===== config.mk =====
export PLATFORM = sky130hd
export DESIGN_NAME = dma_bus_arbiter
export DESIGN_NICKNAME = d
export VERILOG_FILES = /design/src/rtl/bus_pkg.sv /design/src/rtl/dma_counter.sv /design/src/rtl/dma_rr_picker.sv /design/src/rtl/dma_bus_arbiter.sv
export SDC_FILE = /design/constraint.sdc
export NUM_CORES = 1
export LEC_CHECK = 0
export CORE_MARGIN = 2
export CORE_UTILIZATION = 30
export CTS_CLUSTER_SIZE = 20
export DETAILED_ROUTE_END_ITERATION = 8
export SYNTH_ARGS = -nofsm -noshare
export SYNTH_HDL_FRONTEND = slang
export SYNTH_SLANG_ARGS = --single-unit

===== constraint.sdc =====
create_clock -name clk -period 5.5 [get_ports clk]
set_input_delay 1.375 -clock clk [delete_from_list [all_inputs] [get_ports clk]]
set_output_delay 1.375 -clock clk [all_outputs]
set_load 0.03 [all_outputs]

===== src/rtl/bus_pkg.sv =====
// Shared types and helpers for the DMA bus arbiter slice.
// Latency: n/a (declarations only).
// Backpressure: n/a.
package bus_pkg;

  // Arbiter FSM encodings; values are fixed so debug tools can decode them.
  typedef enum logic [2:0] {
    IDLE     = 3'd0,
    WAIT_ACK = 3'd1,
    OWN      = 3'd2,
    RELEASE  = 3'd3,
    GAP      = 3'd4
  } arb_state_t;

  // Width of a requester index; never narrower than one bit.
  function automatic int id_width(input int n);
    return (n > 1) ? $clog2(n) : 1;
  endfunction

endpackage


===== src/rtl/dma_counter.sv =====
// Generic up/down counter used for timeouts and gap timing.
// Latency: count updates one clock after clr/load/inc/dec.
// Backpressure: none; priority is clr > load > inc > dec.
//
// Ports:
//   clk, rst       clock, asynchronous active-low reset
//   clr            force count to zero
//   load, load_val load an explicit value
//   inc, dec       count up / count down by one (no wrap protection)
//   count          current value
module dma_counter #(
  parameter int W = 8
) (
  input  logic         clk,
  input  logic         rst,
  input  logic         clr,
  input  logic         load,
  input  logic [W-1:0] load_val,
  input  logic         inc,
  input  logic         dec,
  output logic [W-1:0] count
);

  always_ff @(posedge clk or negedge rst) begin
    if (!rst) begin
      count <= '0;
    end else if (clr) begin
      count <= '0;
    end else if (load) begin
      count <= load_val;
    end else if (inc) begin
      count <= count + W'(1);
    end else if (dec) begin
      count <= count - W'(1);
    end
  end

endmodule


===== src/rtl/dma_rr_picker.sv =====
// Combinational rotating-priority encoder for bus requesters.
// Latency: zero (pure combinational).
// Backpressure: none; win_valid is low when no request is pending.
//
// Ports:
//   req        per-requester request vector
//   ptr        index where the priority search starts
//   win_id     first set request at or above ptr, wrapping to 0
//   win_valid  high when any request bit is set
module dma_rr_picker
  import bus_pkg::*;
#(
  parameter int NREQ = 4
) (
  input  logic [NREQ-1:0]             req,
  input  logic [id_width(NREQ)-1:0]   ptr,
  output logic [id_width(NREQ)-1:0]   win_id,
  output logic                        win_valid
);

  localparam int IDW = id_width(NREQ);

  // One extra bit so ptr + offset can exceed NREQ-1 before the wrap.
  logic [IDW:0]   sum;
  logic [IDW-1:0] idx;

  always_comb begin
    win_id    = '0;
    win_valid = 1'b0;
    sum       = '0;
    idx       = '0;
    for (int i = 0; i < NREQ; i++) begin
      sum = {1'b0, ptr} + (IDW+1)'(i);
      if (sum >= (IDW+1)'(NREQ)) begin
        sum = sum - (IDW+1)'(NREQ);
      end
      idx = sum[IDW-1:0];
      if (!win_valid && req[idx]) begin
        win_valid = 1'b1;
        win_id    = idx;
      end
    end
  end

endmodule


===== src/rtl/dma_bus_arbiter.sv =====
// Shares the CPU local bus among NREQ masters via the hold/hlda handshake.
// Latency: hold one clock after req; gnt one clock after hlda is sampled high.
// Backpressure: hold stays up until hlda; bus always returns to CPU between masters.
//
// Ports:
//   clk        system clock, rising edge
//   rst        asynchronous active-low reset
//   req        per-requester level request, held for the whole tenure
//   hlda       hold acknowledge from the CPU
//   hold       bus request to the CPU
//   gnt        one-hot grant, zero when nobody owns the bus
//   gnt_id     index of the current or last owner
//   bus_busy   OR of gnt
//   ack_err    sticky: hlda did not arrive within ACK_TIMEOUT clocks
//   proto_err  sticky: hlda fell while a grant was active
module dma_bus_arbiter
  import bus_pkg::*;
#(
  parameter int NREQ        = 4,
  parameter int GAP_CYCLES  = 2,
  parameter int ACK_TIMEOUT = 64
) (
  input  logic                      clk,
  input  logic                      rst,
  input  logic [NREQ-1:0]           req,
  input  logic                      hlda,
  output logic                      hold,
  output logic [NREQ-1:0]           gnt,
  output logic [id_width(NREQ)-1:0] gnt_id,
  output logic                      bus_busy,
  output logic                      ack_err,
  output logic                      proto_err
);

  localparam int             IDW      = id_width(NREQ);
  localparam logic [7:0]     TO_MAX   = 8'(ACK_TIMEOUT);
  localparam logic [7:0]     TO_LAST  = 8'(ACK_TIMEOUT - 1);
  localparam logic [3:0]     GAP_LOAD = 4'(GAP_CYCLES - 1);
  localparam logic [IDW-1:0] LAST_ID  = IDW'(NREQ - 1);
  localparam logic [NREQ-1:0] ONE_HOT0 = NREQ'(1);

  arb_state_t     state, state_nxt;
  logic [IDW-1:0] ptr, ptr_nxt;
  logic           hold_nxt;
  logic [NREQ-1:0] gnt_nxt;
  logic [IDW-1:0] gnt_id_nxt;
  logic           ack_err_nxt;
  logic           proto_err_nxt;

  logic           to_clr, to_inc;
  logic [7:0]     to_cnt;
  logic           gap_load, gap_dec;
  logic [3:0]     gap_cnt;

  logic [IDW-1:0] win_id;
  logic           win_valid;

  dma_rr_picker #(
    .NREQ (NREQ)
  ) u_picker (
    .req       (req),
    .ptr       (ptr),
    .win_id    (win_id),
    .win_valid (win_valid)
  );

  // Clocks spent waiting for hlda; saturates at ACK_TIMEOUT.
  dma_counter #(
    .W (8)
  ) u_to_cnt (
    .clk      (clk),
    .rst      (rst),
    .clr      (to_clr),
    .load     (1'b0),
    .load_val (8'd0),
    .inc      (to_inc),
    .dec      (1'b0),
    .count    (to_cnt)
  );

  // Remaining CPU-tenure clocks before a new hold may be raised.
  dma_counter #(
    .W (4)
  ) u_gap_cnt (
    .clk      (clk),
    .rst      (rst),
    .clr      (1'b0),
    .load     (gap_load),
    .load_val (GAP_LOAD),
    .inc      (1'b0),
    .dec      (gap_dec),
    .count    (gap_cnt)
  );

  always_comb begin
    state_nxt     = state;
    ptr_nxt       = ptr;
    hold_nxt      = hold;
    gnt_nxt       = gnt;
    gnt_id_nxt    = gnt_id;
    ack_err_nxt   = ack_err;
    proto_err_nxt = proto_err;
    to_clr        = 1'b0;
    to_inc        = 1'b0;
    gap_load      = 1'b0;
    gap_dec       = 1'b0;

    unique case (state)
      IDLE: begin
        hold_nxt = 1'b0;
        if (|req) begin
          hold_nxt  = 1'b1;
          to_clr    = 1'b1;
          state_nxt = WAIT_ACK;
        end
      end

      WAIT_ACK: begin
        // hold is never withdrawn here, even after a timeout.
        hold_nxt = 1'b1;
        if (hlda) begin
          if (win_valid) begin
            gnt_nxt    = ONE_HOT0 << win_id;
            gnt_id_nxt = win_id;
            ptr_nxt    = (win_id == LAST_ID) ? '0 : win_id + IDW'(1);
            state_nxt  = OWN;
          end else begin
            // Everyone withdrew: hand the bus straight back.
            hold_nxt  = 1'b0;
            state_nxt = RELEASE;
          end
        end else begin
          if (to_cnt != TO_MAX) begin
            to_inc = 1'b1;
          end
          if (to_cnt == TO_LAST) begin
            ack_err_nxt = 1'b1;
          end
        end
      end

      OWN: begin
        if (!hlda) begin
          proto_err_nxt = 1'b1;
          gnt_nxt       = '0;
          hold_nxt      = 1'b0;
          state_nxt     = RELEASE;
        end else if (!req[gnt_id]) begin
          gnt_nxt   = '0;
          hold_nxt  = 1'b0;
          state_nxt = RELEASE;
        end
      end

      RELEASE: begin
        hold_nxt = 1'b0;
        if (!hlda) begin
          gap_load  = 1'b1;
          state_nxt = GAP;
        end
      end

      GAP: begin
        hold_nxt = 1'b0;
        if (gap_cnt == 4'd0) begin
          state_nxt = IDLE;
        end else begin
          gap_dec = 1'b1;
        end
      end

      default: begin
        hold_nxt  = 1'b0;
        gnt_nxt   = '0;
        state_nxt = IDLE;
      end
    endcase
  end

  always_ff @(posedge clk or negedge rst) begin
    if (!rst) begin
      state     <= IDLE;
      ptr       <= '0;
      hold      <= 1'b0;
      gnt       <= '0;
      gnt_id    <= '0;
      bus_busy  <= 1'b0;
      ack_err   <= 1'b0;
      proto_err <= 1'b0;
    end else begin
      state     <= state_nxt;
      ptr       <= ptr_nxt;
      hold      <= hold_nxt;
      gnt       <= gnt_nxt;
      gnt_id    <= gnt_id_nxt;
      bus_busy  <= |gnt_nxt;
      ack_err   <= ack_err_nxt;
      proto_err <= proto_err_nxt;
    end
  end

endmodule

# Word level (Yosys, flattened, before mapping)
# Cells that the tools add are included.
[totals]
ff_bits = 27
in_bits = 7
out_inout_bits = 10
word_cells = 114
[op_classes]
add_sub_neg = 10
magnitude_cmp = 9
eq_ne = 12
n_shift = 1
n_mux = 54
bitwise = 1
reduce_logical = 17
[ops]
columns = ["operator", "count"]
rows = [
  ["4-bit two-way mux", 6],
  ["1-bit two-way mux", 23],
  ["2-bit two-way mux", 9],
  ["3-bit two-way mux", 6],
  ["8-bit two-way mux", 2],
  ["2-bit by 3-bit < comparator with 1-bit output (second input constant)", 5],
  ["3-bit one-hot mux with 5 select lines", 1],
  ["4-bit one-hot mux with 3 select lines", 1],
  ["1-bit binary-select mux with 2-bit select", 5],
  ["3-bit greater-or-equal comparator (second input constant)", 3],
  ["8-bit by 1-bit adder with 8-bit output (second input constant)", 1],
  ["8-bit by 6-bit equality test with 1-bit output (second input constant)", 1],
  ["2-bit != test (second input constant)", 4],
  ["8-bit by 7-bit != test with 1-bit output (second input constant)", 1],
  ["4-bit OR reduction", 2],
  ["2-bit by 1-bit subtractor with 2-bit output (second input constant)", 4],
  ["2-bit by 2-bit adder with 3-bit output (second input constant)", 2],
  ["3-bit by 2-bit equality test with 1-bit output (second input constant)", 2],
  ["3-bit AND reduction", 2],
  ["5-bit AND reduction", 1],
  ["4-bit logical NOT", 1],
  ["2-bit nonzero test", 2],
  ["1-bit by 2-bit << shifter with 4-bit output (first input constant)", 1],
  ["4-bit by 1-bit subtractor with 4-bit output (second input constant)", 1],
  ["other kinds (14)", 18],
]

# Logic depth before layout (Yosys ltp)
# Gate-level depths: netlist (run 1).
[logic_depth]
ltp_word = 19
ltp_mapped = 8

# By module
# Synthesis (run 1) repeated with hierarchy kept, for this count alone.
[unflattened]
cells_unflattened = 216
area_unflattened_um2 = 2043.2
[modules_own_cells]
columns = ["module", "n_inst", "cells_per_inst", "area_per_inst_um2", "seq_area_each_um2"]
rows = [
  ["dma_bus_arbiter", 1, 87, 940.9, 375.4],
  ["dma_counter at u_to_cnt", 1, 79, 699.4, 200.2],
  ["dma_counter at u_gap_cnt", 1, 35, 325.3, 100.1],
  ["dma_rr_picker", 1, 15, 77.6, 0.0],
]

# Least setup slack after synthesis (run 1)
# Ideal clock, no wire load.
[synth_path]
path_kind = "input-to-reg"
start = "input port req[0]"
end = "register bus_busy"
setup_time_ns = 0.132
arrival_ns = 2.994
t_required_ns = 5.368
path_slack_ns = 2.374
cell_stages = 7
path_buffers = 0
path_cell_list = "or4_1 > nand4_1 > inv_1 > ha_1 > or3_1 > a221oi_2 > nand4_1"
[synth_between]
elab_chain_len = 17
word_cells_on_any_way = 31
cone_classes = "shift (1); mux (23); reduce/logical (7)"
[synth_lines]
columns = ["item", "line", "text"]
rows = [
  ["start, declared", "dma_bus_arbiter.sv:25", "input logic [NREQ-1:0] req,"],
  ["1-bit binary-select mux with 2-bit select", "dma_rr_picker.sv:38", "if (!win_valid && req[idx]) begin"],
  ["1-bit two-way mux (not written as such)", "dma_rr_picker.sv:38", ""],
  ["1-bit two-way mux", "dma_rr_picker.sv:38", ""],
  ["1-bit logical NOT", "dma_rr_picker.sv:38", ""],
  ["1-bit logical AND", "dma_rr_picker.sv:38", ""],
  ["1-bit two-way mux", "dma_rr_picker.sv:38", ""],
  ["1-bit logical NOT", "dma_rr_picker.sv:38", ""],
  ["1-bit logical AND", "dma_rr_picker.sv:38", ""],
  ["(+2 left out)", "--", ""],
  ["1-bit logical AND", "dma_rr_picker.sv:38", ""],
  ["2-bit two-way mux (*)", "dma_rr_picker.sv:38", ""],
  ["named net u_picker.win_id[0]", "dma_rr_picker.sv:17", "output logic [id_width(NREQ)-1:0] win_id,"],
  ["1-bit by 2-bit << shifter with 4-bit output (*)", "dma_bus_arbiter.sv:123", "gnt_nxt = ONE_HOT0 << win_id;"],
  ["4-bit two-way mux (*)", "dma_bus_arbiter.sv:122", "if (win_valid) begin"],
  ["4-bit two-way mux (*)", "dma_bus_arbiter.sv:121", "if (hlda) begin"],
  ["4-bit one-hot mux with 3 select lines (*)", "dma_bus_arbiter.sv:108", "unique case (state)"],
  ["4-bit OR reduction (*)", "dma_bus_arbiter.sv:196", "bus_busy <= |gnt_nxt;"],
  ["end signal, assigned", "dma_bus_arbiter.sv:196", ""],
  ["end, declared", "dma_bus_arbiter.sv:30", "output logic bus_busy,"],
]
# Mark *: on every way through the listed nets, which the timed path passes. The rest lies on a longest branch. The select of a mux whose other input is x is not followed.
# A chain may end at the register's enable or synchronous reset.

# Worst setup path in the final report (run 1)
[layout_path]
start = "input port req[3]"
end = "register bus_busy"
# Same word-level chain as after synthesis.

==> results of run 1 <==
[flip-flops by register name, summed over array words and instances (netlist names)]
name,cells
ack_err,1
gnt,4
state,3
gnt_id,2
proto_err,1
ptr,2
u_to_cnt.count,8
bus_busy,1
u_gap_cnt.count,4
hold,1
[cell families (layout without fill, tap and decap cells)]
group,Yosys count,after routing,synth area share
AO/OA/AOI/OAI,32,32,0.168
adder cells (fa/ha/maj),7,7,0.0555
flip-flops,27,27,0.428
buffers and inverters,15,34,0.0364
AND/OR/NAND/NOR,64,64,0.223
multiplexers,5,5,0.0333
XOR/XNOR,10,10,0.0555
[worst max path at each step]
| stage | cells past startpoint | endpoint | slack (ns) |
|---|---|---|---|
| 4_1_cts | 9 | bus_busy | 1.96 |
| 3_3_place_gp | 9 | bus_busy | 1.70 |
| 5_1_grt | 9 | bus_busy | 1.65 |
| 3_5_place_dp | 9 | bus_busy | 1.65 |
| 6_report | 9 | bus_busy | 1.86 |
| 2_1_floorplan | 7 | bus_busy | 2.37 |
[cell type report]
| cell class | instances | area, um2 |
|---|---|---|
| inverters | 12 | 45.0 |
| clock inverters | 1 | 7.51 |
| well taps | 70 | 87.6 |
| clock buffers | 3 | 41.3 |
| flip-flops and latches | 27 | 676 |
| multi-input cells | 118 | 846 |
| repair buffers | 18 | 175 |
| fillers | 530 | 3230 |
[power groups by stage]
| stage | combinational [uW] | clock [uW] | sequential (uW) |
|---|---|---|---|
| finish | 448 | 121 | 345 |
| detailed placement | 450 | 0 | 351 |
| global placement | 444 | 0 | 350 |
| floorplan | 286 | 0 | 374 |
| CTS | 452 | 127 | 346 |
| global route | 497 | 136 | 360 |
[worst max-delay path, stage by stage]
cell and delay (ns):
clkdlybuf4s50_1 0.57, nor2b_1 0.08, a21o_1 0.18, a221oi_1 0.52, inv_1 0.14, ha_1 0.22
or3_1 0.38, a221oi_2 0.22, nand4_1 0.11
[stage by stage]
stage	setup slack, ns	hold WS [ns]
floorplan	2.37	0.474
detailed placement	1.65	0.450
CTS	1.96	0.476
global route	1.65	0.494
finish	1.86	0.469
global placement	1.70	0.448
[metal layers]
metal	wire length, um	track usage	share of wire
met3	101	0.0273	0.032
met4	48	0.0436	0.015
met5	0	0	0
met2	1400	0.180	0.45
met1	1580	0.156	0.50
[placed cells by master (no fill, tap or decap), types with 2 or more instances in the layout]
cell / Yosys / final
dfrtp_1: 27 / 27
clkdlybuf4s50_1: 0 / 16
nor2_1: 14 / 14
inv_1: 12 / 12
nand2_1: 11 / 11
nand4_1: 10 / 10
ha_1: 7 / 7
xor2_1: 6 / 6
a21oi_1: 5 / 5
o21ai_0: 4 / 4
a21o_1: 4 / 4
and3_1: 4 / 4
xnor2_1: 4 / 4
nor2b_1: 3 / 3
mux2i_1: 3 / 3
a22o_1: 3 / 3
nand3_1: 3 / 3
clkbuf_8: 0 / 3
nand2b_1: 2 / 2
nor4_1: 2 / 2
nor3_1: 2 / 2
o21a_1: 2 / 2
mux2_2: 2 / 2
nor4b_1: 2 / 2
a211oi_1: 2 / 2
buf_4: 0 / 2
==> results.toml, run 1 <==
[grt]
grt_pass1_wl_um = 5460
grt_usage = 0.116
grt_max_degree = 28
antenna_found_initial = 0
grt_pass1_vias = 1146
grt_overflow = 0

[critical_path]
required_ns = 5.67
startpoint_type = "input pin"
timing.rr.end = "bus_busy"
rrSetupSlack_ns = 3.01
crit_type = "input pin to flip-flop"
r2r_cells = 8
crit_path_end_kind = "flip-flop"
worstPathArrival_ns = 3.80
r2r-start = "ptr[1]"
worst-path-max-fanout = 6
crit_start = "req[3]"

[layout]
post-route-util = 0.368
stdcell_count = 249
postLayoutCellArea_um2 = 1880
diodes = 0
finalNetCount = 194
drive_gt1_frac = 0.0950
areaGrowthSynthToFinish_pct = 18.9

[synthesis]
netlist_top_cells_count = "dfrtp_1 (27), nor2_1 (14), inv_1 (12), nand2_1 (11), nand4_1 (10)"
synthCells = 160
ys.flop_type = "dfrtp_1"
yosysWarnings = 0
yosysSeqAreaShare = 0.428
avgSynthCellArea_um2 = 9.87
yosysUniqueCellTypes = 48
synth_top_area_cell = "dfrtp_1"
synth_seq_cells = 27
synth-edff-count = 0
synth_area_um2 = 1580
async_flop_share = 1.00
synth.top_cell.area_share = 0.428
synthTopCellsByArea = "dfrtp_1 (43%), ha_1 (5.5%), nand4_1 (4.0%), nor2_1 (3.3%), xor2_1 (3.3%)"
syn-num-nets = 174
yosysMostFrequentCell = "dfrtp_1"

[timing]
skew_ns = 0.00711
fin_crit_sh = 0.661
relSlewSlack = 0.416
tightestPinTransition_ns = 0.868
tns_ns = 0
finalSetupViolations = 0
final_hold_viol_count = 0
period_minus_slack_ns = 3.64
finalMaxSlewViolations = 0
max_freq_ghz = 0.275
rsz0062_at_grt = "false"

[power_and_ir_drop]
power_switching_uw = 398
p_clk_frac = 0.133
p_int_uw = 516
combPwrFrac = 0.490
sw_frac_of_total = 0.435
p_total_uw = 914
cellLeakagePower_uw = 0.000810
power_frac_seq = 0.378
power_density_nw_per_um2 = 487
vdd_drop_max_mv = 0.189

[clock_tree]
postCtsSetupRepairBufs = 0
postCtsHoldBufs = 0
cts.clk_slew.worst_paths_ns = 0.10
clock_latency_ns = 0.29
htreeDepth = 1
cts_root_buffer = "clkbuf_8"
numCtsBuffers = 3
cts.repair.resized = 0
max-clock-path-buffers = 2
cts_tree = "built"
clkSinkCount = 27

[floorplan]
dieArea_um2 = 5860
fp.dieH_um = 76.6
rows = 26
die_w_um = 76.6
core_area_um2 = 5110
start_util = 0.309
io_pins = 17

[placement]
portBuffers = 16
place_inst = 245
gp_congestion = 0.739
placed_area_um2 = 1830
place.detailed.hpwl_um = 2260

[min_path]
hold_depth = 1
hold_end = "proto_err"
hp-class = "flip-flop to flip-flop"
min-delay-start = "proto_err"

[routing]
drt_pass1_iterations = 4
wl_um = 3130
vias = 1241
wl_per_cell_um = 12.6
ant_nets = 0
vias_per_cell = 4.98
drc = 0
drt_iter0_drc = 72

[job]
drv_cap = 0

[status]
outcome = "finished clean"
Note: power is estimated with default switching activity, not from simulation.
==> inputs of run 2 (changes only) <==
==> constraint.sdc (replaced) <==
create_clock -name clk -period 3.2 [get_ports clk]
set_input_delay 0.8 -clock clk [delete_from_list [all_inputs] [get_ports clk]]
set_output_delay 0.8 -clock clk [all_outputs]
set_load 0.03 [all_outputs]
==> results.toml, run 2 (same netlist as run 1, synthesis figures left out) <==
[status]
outcome = "finished clean"

[routing]
ant_nets = 0
vias = 1280
drc = 0
vias_per_cell = 5.02
wl_um = 3180
drt_pass1_iterations = 4
drt_iter0_drc = 61
wl_per_cell_um = 12.5

[timing]
max_freq_ghz = 0.352
finalMaxSlewViolations = 0
tns_ns = 0
fin_crit_sh = 0.889
rsz0062_at_grt = "false"
holdWs_ns = 0.467
skew_ns = 0.00426
relSlewSlack = 0.475
finalSetupViolations = 0
period_minus_slack_ns = 2.84
final_hold_viol_count = 0
tightestPinTransition_ns = 0.777

[clock_tree]
postCtsHoldBufs = 0
htreeDepth = 1
cts_tree = "built"
clkSinkCount = 27
cts_root_buffer = "clkbuf_8"
max-clock-path-buffers = 2
numCtsBuffers = 3
clock_latency_ns = 0.27
postCtsSetupRepairBufs = 0
cts.clk_slew.worst_paths_ns = 0.09
cts.repair.resized = 0

[layout]
final_cell_mix = "dfrtp_1 (27), clkdlybuf4s50_1 (16), nor2_1 (14), inv_1 (12), nand2_1 (11)"
top_regs = "u_to_cnt.count x8, gnt x4, u_gap_cnt.count x4"
areaGrowthSynthToFinish_pct = 21.6
post-route-util = 0.376
stdcell_count = 255
diodes = 0
final_common_cell = "dfrtp_1"
drive_gt1_frac = 0.119
finalNetCount = 200
fill_cells = 530
top_register = "u_to_cnt.count"
largest_register_ffs = 8

[min_path]
hold_depth = 2
hp-class = "flip-flop to flip-flop"

[critical_path]
worst-path-max-fanout = 6
crit_path_max_incr_delay_ns = 0.57
cpMaxStageDelayCell = "clkdlybuf4s50_1"
required_ns = 3.36
crit_type = "input pin to flip-flop"
crit_path_end_kind = "flip-flop"
startpoint_type = "input pin"
worstPathArrival_ns = 3.00
r2r_cells = 8
cp_cell_sequence = "clkdlybuf4s50_1, nor2b_1, a21o_1, a221oi_1, inv_1, ha_1, or3_1, a221oi_2, nand4_1"

[grt]
grt_pass1_vias = 1225
grt_use_met2 = 0.188
grt-busiest-layer = "met2"
antenna_found_initial = 0
grt_pass1_wl_um = 5900
grt_usage = 0.121
met1_usage = 0.169
grt_max_degree = 28
grt_overflow = 0
grt_use_met3 = 0.0320

[floorplan]
die_w_um = 76.6
start_util = 0.309
rows = 26
io_pins = 17
dieArea_um2 = 5860
core_area_um2 = 5110
fp.dieH_um = 76.6

[power_and_ir_drop]
cellLeakagePower_uw = 0.000841
p_clk_frac = 0.125
sw_frac_of_total = 0.429
power_switching_uw = 677
power_frac_seq = 0.376
power_density_nw_per_um2 = 822
combPwrFrac = 0.499
p_int_uw = 901
p_total_uw = 1580
vdd_drop_max_mv = 0.382

[job]
drv_cap = 0

[placement]
place.detailed.hpwl_um = 2280
place_inst = 251
portBuffers = 16
gp_congestion = 0.811
[run 2: cell types whose count changed in the layout (fill, tap and decap cells not counted)]
cell,change
clkbuf_1,+1
buf_4,+6
clkinvlp_4,-1
[run 2: worst max-delay path, delay by kind of cell]
family          cells  cell delay [ns]
buf+inv             2             0.69
fa+ha+maj           1             0.21
compound gates      3             0.74
simple gates        3             0.58
[run 2: metrics by stage]
| stage | setup WS [ns] | instance area [um2] |
|---|---|---|
| floorplan | 0.649 | 1580 |
| global placement | 0.107 | 1870 |
| detailed placement | 0.0770 | 1870 |
| CTS | 0.377 | 1920 |
| global route | 0.162 | 1920 |
| finish | 0.356 | 1920 |
[run 2: final timing paths]
| kind | slack [ns] | startpoint | to |
|---|---|---|---|
| max | 0.36 | req[3] | bus_busy |
| min | 0.47 | ack_err | ack_err |
| max reg2reg | 0.93 | ptr[1] | bus_busy |
| min reg2reg | 0.47 | ack_err | ack_err |
| max in group asynchronous | 2.03 | rst | u_gap_cnt.count[0] |
| min in group asynchronous | 0.90 | rst | ptr[0] |
[run 2: power groups by stage]
stage / Combinational [uW] / Sequential (uW) / Clock, uW
after floorplan: 491 / 643 / 0
after global routing: 883 / 620 / 217
final: 788 / 593 / 197
after CTS: 794 / 593 / 204
after global placement: 781 / 601 / 0
after detailed placement: 789 / 599 / 0
[run 2: area by class of cell]
cell class                      instances  area [um2]  area share
Clock buffer                            4        45.0      0.0235
Tap cell                               70        87.6      0.0456
Inverter                               12        45.0      0.0235
Sequential cell                        27         676       0.352
Multi-Input combinational cell        118         846       0.441
Timing Repair Buffer                   24         220       0.115
[run 2: per-layer routing]
| layer | part of all wire | routed length, um |
|---|---|---|
| met1 | 0.50 | 1600 |
| met2 | 0.44 | 1410 |
| met3 | 0.044 | 140 |
| met4 | 0.0072 | 23 |
| met5 | 0 | 0 |
